$ cat config.mk
export PLATFORM = sky130hd
export DESIGN_NAME = psum_ofifo
export DESIGN_NICKNAME = d
export VERILOG_FILES = /design/src/rtl/psum_ofifo_pkg.sv /design/src/rtl/psum_ofifo_lane.sv /design/src/rtl/psum_ofifo.sv
export SDC_FILE = /design/constraint.sdc
export NUM_CORES = 2
export LEC_CHECK = 0
export ABC_AREA = 0
export BUFFER_PORTS_ARGS = -buffer_cell sky130_fd_sc_hd__buf_2
export CAP_MARGIN = 10
export CORE_ASPECT_RATIO = 1.75
export CORE_MARGIN = 2
export CORE_UTILIZATION = 50
export DETAILED_ROUTE_END_ITERATION = 8
export PLACE_DENSITY = 0.68
export SKIP_CTS_REPAIR_TIMING = 1
export SLEW_MARGIN = 20
export SYNTH_ARGS = -nofsm -noshare
export SYNTH_HDL_FRONTEND = slang
export SYNTH_SLANG_ARGS = --single-unit
$ cat constraint.sdc
create_clock -name clk -period 3.55 [get_ports clk]
set_clock_uncertainty 0.05 [all_clocks]
set_input_delay 0.355 -clock clk [delete_from_list [all_inputs] [get_ports clk]]
set_output_delay 0.355 -clock clk [all_outputs]
set_load 0.01 [all_outputs]
$ cat src/rtl/psum_ofifo_pkg.sv
// Shared constants and types for the psum output FIFO.
package psum_ofifo_pkg;

  localparam int PSUM_BW = 16;
  localparam int COL     = 8;
  localparam int DEPTH   = 16;
  localparam int PTR_W   = $clog2(DEPTH);
  localparam int CNT_W   = PTR_W + 1;

  typedef logic [PSUM_BW-1:0] psum_t;

endpackage

$ cat src/rtl/psum_ofifo_lane.sv
// One lane of the psum output FIFO: storage, wrapping pointers, occupancy count.
// The head entry is presented combinationally (first-word-fall-through).
module psum_fifo_lane
  import psum_ofifo_pkg::*;
#(
  parameter int w     = PSUM_BW,
  parameter int depth = DEPTH
) (
  input  logic         clk,
  input  logic         reset,
  input  logic         wr,
  input  logic         pop,
  input  logic [w-1:0] din,
  output logic [w-1:0] dout,
  output logic         empty,
  output logic         full
);

  localparam int PW = $clog2(depth);
  localparam int CW = PW + 1;

  logic [w-1:0]  mem [depth];
  logic [PW-1:0] wptr, rptr;
  logic [CW-1:0] cnt;
  logic          wr_ok;

  assign empty = (cnt == '0);
  assign full  = (cnt == CW'(depth));
  // A full lane still takes a write when the row pop frees a slot in the same cycle.
  assign wr_ok = wr & (~full | pop);
  assign dout  = mem[rptr];

  // Pointer and occupancy update; pop is only ever asserted on a non-empty lane.
  always_ff @(posedge clk) begin
    if (reset) begin
      wptr <= '0;
      rptr <= '0;
      cnt  <= '0;
    end else begin
      if (wr_ok) wptr <= wptr + 1'b1;
      if (pop)   rptr <= rptr + 1'b1;
      case ({wr_ok, pop})
        2'b10:   cnt <= cnt + 1'b1;
        2'b01:   cnt <= cnt - 1'b1;
        default: cnt <= cnt;
      endcase
    end
  end

  // Storage write; contents are not cleared by reset, and a write during reset is discarded.
  always_ff @(posedge clk) begin
    if (wr_ok && !reset) mem[wptr] <= din;
  end

endmodule

$ cat src/rtl/psum_ofifo.sv
// Per-column output FIFO: col independent lanes, presented and popped as whole rows.
// Optional sticky error flags o_err (overflow/underflow) when PSUM_OFIFO_ERR_EN is defined.
module psum_ofifo
  import psum_ofifo_pkg::*;
#(
  parameter int psum_bw = PSUM_BW,
  parameter int col     = COL,
  parameter int depth   = DEPTH
) (
  input  logic                   clk,
  input  logic                   reset,
  input  logic [col-1:0]         wr,
  input  logic [psum_bw*col-1:0] in,
  input  logic                   rd,
  output logic [psum_bw*col-1:0] out,
  output logic                   o_valid,
  output logic                   o_full,
  output logic                   o_ready
`ifdef PSUM_OFIFO_ERR_EN
  ,
  output logic [1:0]             o_err
`endif
);

  logic [col-1:0][psum_bw-1:0] din_a, dout_a;
  logic [col-1:0]              empty, full;
  logic                        pop;

  assign din_a = in;

  for (genvar g = 0; g < col; g++) begin : g_lane
    psum_fifo_lane #(.w(psum_bw), .depth(depth)) u_lane (
      .clk  (clk),
      .reset(reset),
      .wr   (wr[g]),
      .pop  (pop),
      .din  (din_a[g]),
      .dout (dout_a[g]),
      .empty(empty[g]),
      .full (full[g])
    );
  end

  // Flags come only from registered lane counts, never from wr/rd.
  assign o_valid = &(~empty);
  assign o_full  = |full;
  assign o_ready = ~o_full;
  assign pop     = rd & o_valid;
  assign out     = o_valid ? dout_a : '0;

`ifdef PSUM_OFIFO_ERR_EN
  // Sticky overflow (dropped write) and underflow (read with no full row).
  always_ff @(posedge clk) begin
    if (reset) begin
      o_err <= '0;
    end else begin
      if (|(wr & full) && !pop) o_err[0] <= 1'b1;
      if (rd && !o_valid)       o_err[1] <= 1'b1;
    end
  end
`endif

endmodule

==> flow_results.org <==
** Run status
- Result of the run :: finished clean

** Clock tree
- After clock tree synthesis, the clock-pin slew on the worst setup and hold paths is 0.07 ns.
- Clock root buffer :: clkbuf_16
- No sink is reached through more buffers than the 4 on the longest clock path.
- The H-tree was split into 4 levels.
- The number of clock buffers added by TritonCTS is 193.
- Source-to-sink clock delay at the later pin of the worst-skew pair :: 0.83 ns
- The clock net in this run drives a total of 2184 sinks.
- TritonCTS built the clock tree.

** Yosys
- When the netlist entered floorplanning its net count stood at 4084.
- Sequential area share after synthesis :: about three quarters
- Post-synthesis sequential element count :: around 2200
- Total standard cell area after synthesis :: 84740 sq um
- Yosys mapped the design onto 57 distinct sky130hd cell types.
- Largest area contributor in the synthesized netlist :: edfxtp_1
- A synthesized cell averages 21.78 sq um.
- Most frequently used flop master after synthesis :: edfxtp_1
- Most frequent cells after synthesis :: edfxtp_1 (2048), mux4_2 (640), nor2_1 (237)
- Post-synthesis instance total :: roughly 3900
- Synth async-reset ratio :: 0%
- The most common cell in the synthesized netlist is edfxtp_1.
- Post-synth EDFFs :: approximately 2000
- Number of warnings printed during yosys synthesis :: 0
- Portion of synthesized cell area occupied by the leading cell type :: 72.58%
- After synthesis, the cell types taking the most area are edfxtp_1 (73%), mux4_2 (17%), dfxtp_1 (3.2%), and3_1 (1.1%), nor2_1 (1.0%).

** Timing
- Setup violations remaining at the end of the flow were counted as 0.
- Post-Route Setup TNS :: 0 ns
- The routed design could run at a clock period as short as 3.454 ns.
- At the pin with the least slew margin, the transition time is about 0.99 ns.
- Hold slack final :: between 0.03 and 0.04 ns
- Fraction of the cycle the final worst path needs :: 97.30%
- Achievable clock frequency :: roughly 0.29 GHz
- In this run the tightest slew margin relative to its limit is 33.78%.
- The hold violation count in the final report was 0.
- The final max-slew violation count is 0.

** Place
- HPWL Detailed :: roughly 120000 um
- During placement, the flow inserted port buffers numbering 269.
- Once placement finished, the instance area stood at 90500 sq um.
- Placer Congestion :: around 0.8

** Worst setup path
- For the worst setup path, the data arrival time is 3.05 ns.
- The worst setup path is launched from a flop.
- Data on the critical path is required at its endpoint by 3.14 ns.
- Master of the slowest instance on the critical path :: mux4_2
- CP cell instances :: buf_16 -> mux4_2 -> mux4_2 -> and3_1 -> buf_2
- Grouping stages by cell kind, the critical path spends the most delay in multiplexers.
- Critical setup path kind :: reg -> out
- Cell seen most often among critical-path stages :: mux4_2
- The largest single stage delay on the critical path is 0.57 ns.
- In this run the worst path has a maximum fanout of 15.
- The worst setup path is captured at a primary output.
- Worst path bufs/invs :: 2

** Die
- Number of top-level pins :: 270
- After floorplanning, the core was divided into 199 placement rows.
- Height of the die :: 548.6 um
- The die is ~320 um wide.
- The core region is 168100 sq um.
- Once the floorplan was initialized, standard cells occupied just over 50% of the core.
- Full die area :: 172900 sq um

** Routing
- Residual DRC count :: 0
- After detailed routing, the number of vias per cell comes to 5.847.
- Starting DRT DRC Count :: 3406
- DRT antenna net count :: 0
- Detailed routing placed a total of 10140 um of wire on met3.
- WL final :: 188200 um
- Number of detailed-route iterations in the first pass :: 5
- Vias after detailed routing :: 40580
- Wire length on met1 :: 69090 um
- Routed len/inst :: ~27 um
- Sum of met2 wire segment lengths after detailed routing :: 104700 um
- In this run the top signal layer used is met5.

** Global route
- Global routing consumed, over all layers together, 21.75% of the routing resources.
- Total grt overflow :: 0
- Entering global routing, the biggest net connects between 60 and 70 pins.
- The number of antenna violations at the first check in global routing is 14.
- Wire length of the first global-routing pass :: between 200000 and 300000 um
- Vias in the first global route :: around 42000

** Power and ir drop
- Summed over all cells, the static leakage comes to 32.02 nW.
- Worst supply voltage drop on vdd :: 596.0 uV
- Power spread over the standard cell area amounts to 516.8 nW/um^2.
- Power consumption :: about 51 mW

** Final layout
- The finished cells cover between 90000 and 100000 sq um.
- After the last flow step, the layout net total stands at 4756.
- Signed area change from the synthesized netlist to the final layout :: 16.70%
- Cells with a size suffix above 1 make up between 30% and 40% of the layout.
- Core occupancy in the finished layout :: approximately 59%
- The filler cells instantiated in the layout total 11916.

** Flow run
- Total of max-cap violations :: 0

** Hold path
- The path class of the tightest hold or removal check is in -> reg.
where the power goes:
group / switching [mW] / leakage [nW] / internal, mW
registers: 0.0906 / 19.6 / 28.3
clock network: 9.10 / 3.12 / 12.2
logic: 0.867 / 9.33 / 0.471
state kept, by name, indices dropped and copies added (netlist names), named ones only:
register            flops
g_lane.u_lane.mem    2048
g_lane.u_lane.cnt      40
g_lane.u_lane.wptr     32
g_lane.u_lane.rptr     32
layer usage:
| metal | vias to the layer above | GRT usage, % |
|---|---|---|
| met5 | - | 0 |
| met4 | 12 | 6.306 |
| met3 | 275 | 3.606 |
| met2 | 1214 | 39.70 |
| met1 | 21562 | 26.43 |
| li1 | 17517 | - |
cell families after synthesis:
group                      share of synthesized area, %
AOI/OAI and AO/OA                                0.7870
xor gates and xnor gates                         0.8476
adders and majority gates                        0.8210
buffers and inverters                             1.118
DFF                                               75.79
muxes                                             17.13
and+or+nand+nor                                   3.504
worst reg2reg max path: cells and delay by family (launching register included):
family	cells	cell delay [ns]
buf+inv	2	0.54
flops	1	0.48
simple gates	6	1.70
compound gates	1	0.27
metrics by stage:
step / std cells / setup slack (ns)
floorplan: 3890 / 0.2212
global placement: 6402 / 0.2711
detailed placement: 6402 / 0.1920
CTS: 6749 / -0.3231
global route: 6931 / -0.007264
finish: 6940 / 0.09577
final timing paths:
check,to,cells after the start,slack (ns),startpoint
setup / recovery,out[45],5,0.1,flop
hold / removal,g_lane[6].u_lane.wptr[3],2,0.03,reset
setup reg to reg,g_lane[7].u_lane.mem[0][7],9,0.17,g_lane[3].u_lane.cnt[1]
hold reg to reg,flop,2,0.44,g_lane[5].u_lane.rptr[1]
cell type report:
cell class / instances / area [sq um] / share of cell area, %
diodes: 15 / 37.54 / 0.03796
inverters: 34 / 127.6 / 0.1291
flip-flops and latches: 2184 / 64270 / 64.99
well taps: 2211 / 2766 / 2.797
clock inverters: 110 / 1354 / 1.369
clock buffers: 237 / 5067 / 5.124
multi-input cells: 1460 / 19820 / 20.04
repair buffers: 689 / 5450 / 5.511
placed cells by master (no fill, tap or decap), drive strengths merged, types with 5 or more instances in the layout:
cell type | netlist | routed
dlygate4sd3 | 0 | 135
or3 | 11 | 11
edfxtp | 2048 | 2048
inv | 34 | 47
nand4 | 10 | 10
clkinvlp | 0 | 8
xnor2 | 31 | 31
nor4 | 16 | 16
diode | 0 | 15
nand2 | 70 | 70
buf | 76 | 548
nor2b | 6 | 6
clkbuf | 136 | 243
nand3b | 8 | 8
mux4 | 640 | 640
o21ai | 6 | 6
a22oi | 7 | 7
nor3 | 9 | 9
and3 | 150 | 150
nor2 | 237 | 237
and2 | 16 | 16
a21oi | 39 | 39
and4 | 5 | 5
xor2 | 51 | 51
nand3 | 19 | 19
dfxtp | 136 | 136
clkinv | 0 | 61
a31o | 9 | 9
mux2i | 7 | 7
bufinv | 0 | 28
a32oi | 5 | 5
a31oi | 8 | 8
ha | 54 | 54
Power figures use the tool's default switching activity.
